===== src/rtl/wisc_pkg.sv =====
// Shared definitions for the fetch front end: branch condition encodings,
// fetch FSM states and the default reset program counter.
package wisc_pkg;

    localparam logic [15:0] RESET_PC_DEFAULT = 16'h0000;

    localparam logic [2:0] CCC_NE  = 3'b000;
    localparam logic [2:0] CCC_EQ  = 3'b001;
    localparam logic [2:0] CCC_GT  = 3'b010;
    localparam logic [2:0] CCC_LT  = 3'b011;
    localparam logic [2:0] CCC_GE  = 3'b100;
    localparam logic [2:0] CCC_LE  = 3'b101;
    localparam logic [2:0] CCC_OVF = 3'b110;
    localparam logic [2:0] CCC_ALW = 3'b111;

    typedef enum logic [1:0] {
        FETCH = 2'd0,
        WAIT  = 2'd1,
        HALT  = 2'd2
    } fetch_state_t;

endpackage


===== src/rtl/adder_pc.sv =====
// 16-bit adder/subtractor used for PC increment and PC-relative branch
// targets. Results wrap modulo 2^16 with no carry or overflow reporting.
module adder_pc (
    input  logic [15:0] i_a,
    input  logic [15:0] i_b,
    input  logic        i_sub,
    output logic [15:0] o_sum
);

    logic [15:0] w_b_eff;

    // Subtraction is done as a + ~b + 1 so a single adder serves both modes
    assign w_b_eff = i_sub ? ~i_b : i_b;
    assign o_sum   = i_a + w_b_eff + {15'd0, i_sub};

endmodule


===== src/rtl/branch_cond.sv =====
// Evaluates a branch condition code against the current N, Z, V flags.
module branch_cond
    import wisc_pkg::*;
(
    input  logic [2:0] i_ccc,
    input  logic       i_n,
    input  logic       i_z,
    input  logic       i_v,
    output logic       o_taken
);

    // Decode the condition code into a single taken/not-taken decision
    always_comb begin
        o_taken = 1'b0;
        case (i_ccc)
            CCC_NE:  o_taken = ~i_z;
            CCC_EQ:  o_taken = i_z;
            CCC_GT:  o_taken = ~i_z & ~i_n;
            CCC_LT:  o_taken = i_n;
            CCC_GE:  o_taken = i_z | (~i_z & ~i_n);
            CCC_LE:  o_taken = i_n | i_z;
            CCC_OVF: o_taken = i_v;
            CCC_ALW: o_taken = 1'b1;
            default: o_taken = 1'b0;
        endcase
    end

endmodule


===== src/rtl/pc_fetch_ctrl.sv =====
// Program counter and fetch controller. Holds the PC, requests instructions
// from imem, waits on misses and hazard stalls, applies branch redirects
// (buffering one redirect that arrives while fetch cannot advance) and stops
// permanently at HLT until reset.
module pc_fetch_ctrl
    import wisc_pkg::*;
#(
    parameter logic [15:0] RESET_PC = RESET_PC_DEFAULT
) (
    input  logic        clk,
    input  logic        rst,
    input  logic        stall,
    input  logic        imem_ready,
    input  logic        halt_fetch,
    input  logic        branch_valid,
    input  logic        branch_reg,
    input  logic [2:0]  ccc,
    input  logic        flag_n,
    input  logic        flag_z,
    input  logic        flag_v,
    input  logic [8:0]  imm9,
    input  logic [15:0] br_pc_plus2,
    input  logic [15:0] rs_data,
    output logic [15:0] pc,
    output logic [15:0] pc_plus2,
    output logic        imem_req,
    output logic        flush,
    output logic        halted
);

    fetch_state_t r_state;
    logic [15:0]  r_pc;
    logic [15:0]  r_pend_pc;
    logic         r_pend_vld;
    logic         r_flush;
    logic         r_halted;

    logic         w_cond_true;
    logic         w_taken;
    logic         w_advance;
    logic [15:0]  w_b_offset;
    logic [15:0]  w_b_target;
    logic [15:0]  w_target;

    branch_cond u_branch_cond (
        .i_ccc   (ccc),
        .i_n     (flag_n),
        .i_z     (flag_z),
        .i_v     (flag_v),
        .o_taken (w_cond_true)
    );

    adder_pc u_adder_pc_inc (
        .i_a   (r_pc),
        .i_b   (16'h0002),
        .i_sub (1'b0),
        .o_sum (pc_plus2)
    );

    // imm9 is a halfword offset: sign-extend and shift left by one (pure wiring)
    assign w_b_offset = {{6{imm9[8]}}, imm9, 1'b0};

    adder_pc u_adder_pc_btgt (
        .i_a   (br_pc_plus2),
        .i_b   (w_b_offset),
        .i_sub (1'b0),
        .o_sum (w_b_target)
    );

    // Branch resolution and fetch-advance qualification; HALT ignores all inputs
    always_comb begin
        w_target  = branch_reg ? rs_data : w_b_target;
        w_taken   = branch_valid & w_cond_true & (r_state != HALT);
        w_advance = ((r_state == FETCH) || (r_state == WAIT)) & imem_ready & ~stall;
    end

    // PC, fetch state, pending redirect and status registers
    always_ff @(posedge clk) begin
        if (rst) begin
            r_pc       <= RESET_PC;
            r_state    <= FETCH;
            r_pend_vld <= 1'b0;
            r_pend_pc  <= 16'h0000;
            r_flush    <= 1'b0;
            r_halted   <= 1'b0;
        end else begin
            r_flush <= 1'b0;
            case (r_state)
                HALT: begin
                end
                default: begin
                    if (w_advance) begin
                        r_state <= FETCH;
                        if (w_taken) begin
                            r_pc       <= w_target;
                            r_flush    <= 1'b1;
                            r_pend_vld <= 1'b0;
                        end else if (r_pend_vld) begin
                            r_pc       <= r_pend_pc;
                            r_flush    <= 1'b1;
                            r_pend_vld <= 1'b0;
                        end else if (halt_fetch) begin
                            r_state  <= HALT;
                            r_halted <= 1'b1;
                        end else begin
                            r_pc <= pc_plus2;
                        end
                    end else begin
                        r_state <= imem_ready ? FETCH : WAIT;
                        if (w_taken) begin
                            r_pend_pc  <= w_target;
                            r_pend_vld <= 1'b1;
                        end
                    end
                end
            endcase
        end
    end

    assign pc       = r_pc;
    assign flush    = r_flush;
    assign halted   = r_halted;
    assign imem_req = (r_state != HALT);

endmodule


===== config.mk =====
export PLATFORM = sky130hd
export DESIGN_NAME = pc_fetch_ctrl
export DESIGN_NICKNAME = d
export VERILOG_FILES = /design/src/rtl/wisc_pkg.sv /design/src/rtl/adder_pc.sv /design/src/rtl/branch_cond.sv /design/src/rtl/pc_fetch_ctrl.sv
export SDC_FILE = /design/constraint.sdc
export NUM_CORES = 1
export LEC_CHECK = 0
export ABC_AREA = 1
export ABC_CLOCK_PERIOD_IN_PS = 1500
export CAP_MARGIN = 20
export CORE_ASPECT_RATIO = 1.1
export CORE_UTILIZATION = 45
export DETAILED_ROUTE_END_ITERATION = 10
export PLACE_DENSITY_LB_ADDON = 0.25
export SLEW_MARGIN = 20
export SYNTH_ARGS = -nofsm -noshare
export SYNTH_HDL_FRONTEND = slang
export SYNTH_SLANG_ARGS = --single-unit

===== constraint.sdc =====
create_clock -name clk -period 1.5 [get_ports clk]
set_input_delay 0.15 -clock clk [delete_from_list [all_inputs] [get_ports clk]]
set_output_delay 0.15 -clock clk [all_outputs]
set_load 0.01 [all_outputs]

==> results of run 1 <==
==> per-layer routing <==
layer  global-route usage [%]  vias to the layer above  routed length, um
met5                        0                        -                  0
met4                     11.1                        0                853
met3                     4.18                       89                926
met2                     60.1                      305               7460
met1                     37.4                     2199               5220
li1                         -                     2127                  -
==> worst max-delay path, cell delays in order (launching register included) <==
cell and delay, ps:
dfxtp_2 360, buf_4 130, nand2_1 80, nor3_1 310
nand3_2 110, nand2_1 100, nand2_2 80, buf_6 120
o21ai_2 110, nor2_1 60, nor2_1 180, a21oi_2 80
==> kinds of logic (layout without fill, tap and decap cells) <==
family,count (synthesis),count (layout),share of synthesized area (%)
and+or+nand+nor,310,313,42.0
adders and majority gates,16,16,6.39
buffers and inverters,98,293,12.8
xor gates and xnor gates,7,7,1.89
DFF,37,37,22.8
AOI/OAI and AO/OA,82,82,14.1
==> cells in the mapped netlist <==
| cell | n | share of area (%) |
|---|---|---|
| nand3b_1 | 3 | 0.69 |
| fa_1 | 1 | 0.62 |
| nor2_1 | 42 | 4.9 |
| clkbuf_1 | 6 | 0.69 |
| nand3b_2 | 1 | 0.35 |
| o211a_1 | 2 | 0.62 |
| inv_1 | 78 | 9.0 |
| o21a_1 | 4 | 0.92 |
| a21oi_1 | 39 | 6.0 |
| buf_1 | 2 | 0.23 |
| a21oi_2 | 5 | 1.3 |
| ha_1 | 15 | 5.8 |
| or2_2 | 9 | 1.7 |
| nor3_4 | 1 | 0.50 |
| nor3_1 | 7 | 1.1 |
| dfxtp_1 | 37 | 23 |
| nor2_8 | 1 | 0.62 |
| nand3_1 | 39 | 6.0 |
| buf_6 | 2 | 0.69 |
| xnor2_1 | 1 | 0.27 |
| buf_2 | 2 | 0.31 |
| buf_4 | 4 | 0.92 |
| nor3_2 | 1 | 0.31 |
| buf_8 | 1 | 0.46 |
| o211ai_1 | 3 | 0.69 |
| inv_2 | 2 | 0.23 |
| o21ai_0 | 24 | 3.7 |
| nand4_1 | 7 | 1.3 |
| nor2_2 | 2 | 0.39 |
| nand2_2 | 5 | 0.96 |
| xor2_1 | 6 | 1.6 |
| nand2_8 | 2 | 1.2 |
| nand2_1 | 190 | 22 |
| inv_6 | 1 | 0.27 |
| o21ai_1 | 5 | 0.77 |
==> power groups by stage <==
stage	combinational, mW	clock (mW)	sequential [mW]
after floorplan	0.708	0	1.14
after global placement	1.33	0	1.12
after detailed placement	1.37	0	1.13
after CTS	1.53	0.759	1.10
after global routing	1.99	0.815	1.12
final	1.87	0.777	1.12
==> layout make-up <==
class / instances / area share (%)
Clock buffer: 7 / 1.59
Clock inverter: 1 / 0.0824
Inverter: 81 / 5.46
Multi-Input combinational cell: 418 / 47.3
Sequential cell: 37 / 12.7
Tap cell: 85 / 1.75
Timing Repair Buffer: 203 / 31.0
Timing Repair inverter: 1 / 0.144
==> per-stage QoR <==
stage | utilization (%) | hold WS (ps) | area [um2] | setup TNS [ps] | worst slack, ps
floorplan | - | 229 | 3320 | -71.8 | -30.4
global placement | 69.7 | 437 | 4880 | -19440 | -610
detailed placement | 69.7 | 451 | 4880 | -21710 | -689
CTS | 78.9 | 435 | 5530 | -1900 | -171
global route | 86.7 | 444 | 6080 | -8040 | -385
finish | 86.7 | 445 | 6080 | -4960 | -314
==> state kept, by name, indices dropped and copies added (netlist names) <==
| register | flops |
|---|---|
| r_pend_pc | 16 |
| r_pend_vld | 1 |
| flush | 1 |
| r_state | 2 |
| halted | 1 |
| pc | 16 |
==> timing repair <==
action | CTS | global route
setup buffers | 16 | 12
hold endpoints to repair | 0 | 0
setup endpoints to repair | 51 | 49
gates resized for setup | 209 | 114
cloned | 4 | 4
pin swaps | 51 | 57
==> worst max path at each step <==
stage,to,slack (ps),cells after the start
floorplan,pc[11],-30,10
finish,pc[13],-310,11
CTS,pc_plus2[15],-170,7
global route,pc[13],-380,11
global placement,pc[10],-610,10
detailed placement,pc[10],-690,10
==> results.yml, run 1 <==
sta:
  hold_viol: 0
  setup_viol: 28
  finalCritPeriodShare_pct: 121
  worstMarginPinSlew_ps: 684
  maxSlewViolCount: 0
  slew_headroom_pct: 54.4
  fin_ws_ps: -314
  grt_setup_unrepaired: "true"
  period_needed_ps: 1810
  max_freq_mhz: 551
  skew_ps: 5.37
clock_network:
  path_clk_slew_ps: 80
  cts-root-buf: "clkbuf_8"
  htreeDepth: 2
  clock-sinks: 37
  clk_path_buf_depth: 2
  clk_latency_ps: 290
  postCtsHoldBufs: 0
  tritoncts: "yes"
  cts_made_buffers: 5
min_path:
  hp-start: "imem_ready"
  min_to: "r_state[0]"
  min_path_cells: 2
  min_path_type: "primary input to flop"
final_layout:
  drive_gt1_share_pct: 44.4
  instances_no_fill: 833
  fillers: 354
  final_common_cell: "nand2_1"
  final_cell_mix: "nand2_1 (139), buf_4 (87), inv_1 (67), nand2_2 (46), clkdlybuf4s50_1 (38)"
  antennaDiodeCount: 0
  multi_input_area_um2: 2870
  nets: 817
  area_growth_pct: 87.1
  regArea_um2: 774
logic_synthesis:
  ys_ff_latch: 37
  syn_area_um2: 3250
  synth_nets: 620
  yosys_warnings: 0
  postSynthCellCount: 550
  syn_avg_cell_area_um2: 5.91
  ys_types: 35
  yosysSeqAreaShare_pct: 22.8
floorplanning:
  start_util_pct: 46.4
  dieArea_um2: 7560
  core-area_um2: 7010
  rows: 32
  boundaryPins: 89
  chipHeight_um: 91.1
  die_w_um: 83.0
global_route:
  grt-ovfl-total: 0
  grt_pass1_wl_um: 20000
  track_usage_pct: 32.2
  first_global_vias: 4289
  grt_max_degree: 21
  antenna_found_initial: 0
route:
  first_pass_iters: 6
  drc: 0
  first_iter_violations: 520
  wl_per_cell_um: 17.4
  postRouteAntennaNets: 0
  wirelength_um: 14500
  via_per_inst: 5.67
  dr_total_vias: 4720
critical_path:
  crit_arrival_ps: 1990
  r2r_end: "pc[13]"
  rrSetupSlack_ps: -310
  rr_startpoint: "pc[9]"
  rr_worst_depth: 11
  worstPathMaxFanout: 3
  setup.worst_path.start: "pc[9]"
  critical_path_class: "flop to flop"
  end_kind: "flop"
  required_ps: 1680
  startpoint_type: "flop"
pwr:
  ir_drop_uv: 384
  power.density_nw_per_um2: 620
  p_clk_share_pct: 20.6
  p_seq_share_pct: 29.7
  total_power_mw: 3.77
  p_leak_nw: 2.99
  comb_power_share_pct: 49.7
  switching_power_mw: 1.41
  switching_share_pct: 37.5
  power.internal_mw: 2.35
placed_design:
  io_buffers: 88
  place_inst: 791
  routabilityCongestion: 0.916
  hpwl_um: 7750
job:
  cap_viol_max_count: 0
status:
  outcome: "complete, but fails checks"
  violations: "setup timing"
No activity file was read; power rests on OpenSTA's default activity.
==> inputs of run 2 (changes only) <==
--- a/config.mk
+++ b/config.mk
@@ -12,6 +12,8 @@
 export CORE_UTILIZATION = 45
 export DETAILED_ROUTE_END_ITERATION = 10
 export PLACE_DENSITY_LB_ADDON = 0.25
+export SKIP_CTS_REPAIR_TIMING = 1
+export SKIP_LAST_GASP = 1
 export SLEW_MARGIN = 20
 export SYNTH_ARGS = -nofsm -noshare
 export SYNTH_HDL_FRONTEND = slang
==> run 2 against run 1 <==
  * The flow still finishes with violations (setup timing)
  * Cell area is 4.8% lower
  * Clock power is 2% lower
  * Count of clock-buffer cells in the layout stayed put
  * Sequential power hardly changed
  * Worst setup slack better by 58 ps
  * Utilization is 4.1 points lower
  * Via count is 5.9% lower
  * Critical path depth is 1 higher
  * Die area stayed put
  * Non-clock buffer count is 11 lower
  * Total power is 5.2% lower
  * Clock skew is 1.0 ps higher
  * Critical endpoint is now pc[15]
  * Largest cell class unchanged
==> results.yml, run 2 (synthesis results as in run 1) <==
status:
  outcome: "complete, but fails checks"
  violations: "setup timing"
pwr:
  power.density_nw_per_um2: 617
  power.internal_mw: 2.29
  p_clk_share_pct: 21.4
  p_leak_nw: 3.11
  p_seq_share_pct: 31.3
  switching_share_pct: 35.7
  total_power_mw: 3.57
  comb_power_share_pct: 47.3
  switching_power_mw: 1.28
  ir_drop_uv: 369
final_layout:
  multi_input_area_um2: 2640
  regArea_um2: 773
  final_cell_mix: "nand2_1 (161), buf_4 (83), inv_1 (68), clkdlybuf4s50_1 (42), dlymetal6s2s_1 (34)"
  nets: 803
  area_growth_pct: 78.2
  fillers: 404
  final_common_cell: "nand2_1"
  drive_gt1_share_pct: 36.9
  antennaDiodeCount: 0
route:
  dr_total_vias: 4440
  drc: 0
  wl_per_cell_um: 15.4
  top_layer_used: "met4"
  wl_met1_um: 4670
  wl_met3_um: 827
  postRouteAntennaNets: 0
  via_per_inst: 5.42
  first_iter_violations: 328
  routed-wl-met2_um: 6620
  first_pass_iters: 6
  wirelength_um: 12600
critical_path:
  r2r_end: "pc[15]"
  critical_path_class: "flop to flop"
  rr_worst_depth: 12
  end_kind: "flop"
  required_ps: 1690
  crit_arrival_ps: 1950
  crit_path_max_incr_delay_ps: 390
  startpoint_type: "flop"
  rrSetupSlack_ps: -260
  crit_path_top_delay_cell: "dfxtp_4"
  crit_top_cell: "nand2_2"
  rr_startpoint: "pc[1]"
  path_cells: "ha_4, nand2_4, nor3_4, buf_6, nand2_2, nand2_2, nand2_2, buf_6, o211ai_1, nand3_1, nand2_1, inv_1"
  worstPathMaxFanout: 4
sta:
  finalCritPeriodShare_pct: 117
  grt_setup_unrepaired: "true"
  period_needed_ps: 1760
  slew_headroom_pct: 58.4
  maxSlewViolCount: 0
  setup_viol: 26
  max_freq_mhz: 570
  worstMarginPinSlew_ps: 623
  fin_ws_ps: -256
  skew_ps: 6.39
  hold_viol: 0
  setup_tns_ps: -3030
floorplanning:
  chipHeight_um: 91.1
  core-area_um2: 7010
  boundaryPins: 89
  rows: 32
  dieArea_um2: 7560
  start_util_pct: 46.4
  die_w_um: 83.0
clock_network:
  htreeDepth: 2
  clk_latency_ps: 290
  path_clk_slew_ps: 70
  clock-sinks: 37
  tritoncts: "yes"
  cts_made_buffers: 5
  cts-root-buf: "clkbuf_8"
  clk_path_buf_depth: 2
global_route:
  grt_max_degree: 21
  track_usage_pct: 26.3
  grt-ovfl-total: 0
  antenna_found_initial: 0
  grt_pass1_wl_um: 16500
  first_global_vias: 3750
min_path:
  min_path_type: "primary input to flop"
  min_to: "r_state[0]"
  min_path_cells: 2
  hp-start: "imem_ready"
placed_design:
  routabilityCongestion: 0.916
  hpwl_um: 7750
  io_buffers: 88
job:
  cap_viol_max_count: 0
-- run 2: changes by cell type in the layout (fill, tap and decap cells not counted), moves of 9 or more --
cell | before | now
dlygate4sd2_1 | 28 | 0
buf_6 | 24 | 15
nand2_2 | 46 | 31
nand2_1 | 139 | 161
dlymetal6s2s_1 | 3 | 34
-- run 2: worst max-delay path: cells and delay by family (launching register included) --
family | cells | cell delay (ps)
fa+ha+maj | 1 | 150
compound gates | 1 | 190
flops | 1 | 390
simple gates | 7 | 660
buf+inv | 3 | 280
-- run 2: per-layer routing --
metal  up-vias  track usage (%)
li1       2099                -
met1      2014             33.5
met2       272             45.8
met3        55             3.09
met4         0             8.76
met5         -                0
-- run 2: worst max-delay path by stage --
stage	from	endpoint	slack, ps	cells after the start
floorplan	pc[1]	pc[11]	-30	10
global placement	imm9[8]	pc[10]	-610	10
detailed placement	imm9[8]	pc[10]	-690	10
CTS	pc[1]	pc_plus2[9]	-640	6
global route	pc[2]	pc[9]	-330	10
finish	pc[1]	pc[15]	-260	12
-- run 2: final cells by class --
cell class / instances / area share [%]
timing repair buffer: 192 / 32.1
clock inverter: 1 / 0.0865
tap: 85 / 1.84
inverter: 81 / 5.47
sequential: 37 / 13.4
multi-input combinational: 416 / 45.5
clock buffer: 7 / 1.66
-- run 2: stage by stage --
step	hold slack [ps]	area, um2	util (%)	std cells	setup slack (ps)
global route	470	5790	82.6	819	-332
finish	462	5790	82.6	819	-256
detailed placement	451	4880	69.7	791	-689
global placement	437	4880	69.7	791	-610
CTS	435	4990	71.2	799	-642
floorplan	229	3320	-	550	-30.4
-- run 2: power by group through the flow --
stage	combinational (mW)	sequential, mW	clock, mW
after floorplan	0.708	1.14	0
after global placement	1.33	1.12	0
after detailed placement	1.37	1.13	0
after CTS	1.38	1.11	0.759
after global routing	1.82	1.12	0.821
final	1.69	1.12	0.765
==> inputs of run 3 (changes only) <==
--- a/config.mk
+++ b/config.mk
@@ -11,6 +11,7 @@
 export CORE_ASPECT_RATIO = 1.1
 export CORE_UTILIZATION = 45
 export DETAILED_ROUTE_END_ITERATION = 10
+export MAX_ROUTING_LAYER = met4
 export PLACE_DENSITY_LB_ADDON = 0.25
 export SKIP_CTS_REPAIR_TIMING = 1
 export SKIP_LAST_GASP = 1
==> run 3 against run 2 <==
  * The run still ends with setup timing left
  * First-iteration DRC count is 12% higher
  * Sequential share of layout area down 0.11 points
  * Sequential cell count did not move
  * Critical path depth is 1 lower
  * Utilization up 0.66 points
  * Count of clock-buffer cells in the layout is the same
  * Routed wire length rose by 3.7%
  * Maximum frequency is 8.1% lower
  * Die area is the same
  * Global-route usage is 0.52 points higher
  * Critical endpoint is now pc[11]
==> results.yml, run 3 (synthesis results as in run 1) <==
status:
  outcome: "complete, but fails checks"
  violations: "setup timing"
sta:
  hold_viol: 0
  worstMarginPinSlew_ps: 418
  skew_ps: 8.80
  holdWs_ps: 444
  fin_ws_ps: -410
  grt_setup_unrepaired: "true"
  slew_headroom_pct: 71.8
  period_needed_ps: 1910
  finalCritPeriodShare_pct: 127
  maxSlewViolCount: 0
  setup_viol: 24
  max_freq_mhz: 524
critical_path:
  startpoint_type: "flop"
  required_ps: 1660
  rrSetupSlack_ps: -410
  worstPathMaxFanout: 4
  setup.worst_path.start: "pc[7]"
  critical_path_class: "flop to flop"
  end_kind: "flop"
  rr_startpoint: "pc[7]"
  crit_arrival_ps: 2070
floorplanning:
  boundaryPins: 89
  core-area_um2: 7010
  start_util_pct: 46.4
  rows: 32
  dieArea_um2: 7560
  chipHeight_um: 91.1
  die_w_um: 83.0
pwr:
  ir_drop_uv: 472
  p_leak_nw: 3.09
  power.density_nw_per_um2: 615
global_route:
  antenna_found_initial: 0
  track_usage_pct: 26.8
  grt_max_degree: 21
  grt_pass1_wl_um: 16600
  first_global_vias: 3755
  grt-ovfl-total: 0
route:
  dr_total_vias: 4438
  first_pass_iters: 5
  wl_per_cell_um: 16.1
  drc: 0
  first_iter_violations: 367
  wl_met1_um: 4960
  top_layer_used: "met4"
  postRouteAntennaNets: 0
  routed-wl-met2_um: 6750
  via_per_inst: 5.46
  wl_met3_um: 754
  wirelength_um: 13100
clock_network:
  htreeDepth: 2
  clock-sinks: 37
  tritoncts: "yes"
  cts_made_buffers: 5
  path_clk_slew_ps: 70
  clk_path_buf_depth: 2
  cts-root-buf: "clkbuf_8"
  clk_latency_ps: 290
final_layout:
  final_common_cell: "nand2_1"
  drive_gt1_share_pct: 37.2
  nets: 798
  antennaDiodeCount: 0
  area_growth_pct: 79.6
  final_cell_mix: "nand2_1 (155), buf_4 (76), inv_1 (71), clkdlybuf4s50_1 (42), nand2_2 (35)"
  instances_no_fill: 813
job:
  cap_viol_max_count: 0
placed_design:
  place_inst: 793
  routabilityCongestion: 0.872
  hpwl_um: 7750
  io_buffers: 88
min_path:
  min_path_type: "primary input to flop"
  hp-start: "imem_ready"
==> run 3: cell types whose count changed in the layout (fill, tap and decap cells not counted), sizes merged <==
cell    delta
buf        -4
clkbuf     -3
inv        +1
nor2       +1
clkinv     -1
==> run 3: final cells by class <==
cell class	instances	area, um2
inverter	81	324
clock buffer	7	86.3
fill	429	1170
timing repair buffer	185	1830
multi-input combinational	417	2710
timing repair inverter	1	8.76
tap	85	106
sequential	37	773
==> run 3: where the power goes <==
part | internal (mW) | switching, mW | total, mW
Clock | 0.365 | 0.366 | 0.731
Combinational | 0.841 | 0.897 | 1.74
Sequential | 1.06 | 0.0621 | 1.12
Total | 2.26 | 1.32 | 3.59
==> run 3: stage by stage <==
stage | utilization [%] | setup TNS (ps) | setup WS [ps] | cell area (um2) | power [mW]
after floorplan | - | -71.8 | -30.4 | 3320 | 1.85
after global placement | 70.1 | -19900 | -636 | 4910 | 2.47
after detailed placement | 70.1 | -21450 | -682 | 4910 | 2.50
after CTS | 71.3 | -15400 | -665 | 5000 | 3.18
after global routing | 83.3 | -5260 | -481 | 5830 | 3.74
final | 83.3 | -3100 | -410 | 5830 | 3.59
==> run 3: path summary, 6_finish.rpt <==
check               endpoint  cells past startpoint
setup reg to reg      pc[11]                     11
hold / removal    r_state[0]                      2
setup / recovery      pc[11]                     11
hold reg to reg       halted                      2
==> run 3: metal layers <==
metal,track usage [%],up-vias
li1,-,2097
met1,33.0,2042
met2,47.2,232
met3,2.36,67
met4,6.61,0
met5,-,-
==> run 3: worst max-delay path: stages, from the launching register on <==
cell and delay, ps:
dfxtp_4 380, buf_4 120, nand2_1 70, nor2_2 200, nand2_2 120, o21ai_2 150, nand2_2 90, buf_4 140
o21ai_1 160, nor2_1 70, nor2_1 170, a21oi_1 120
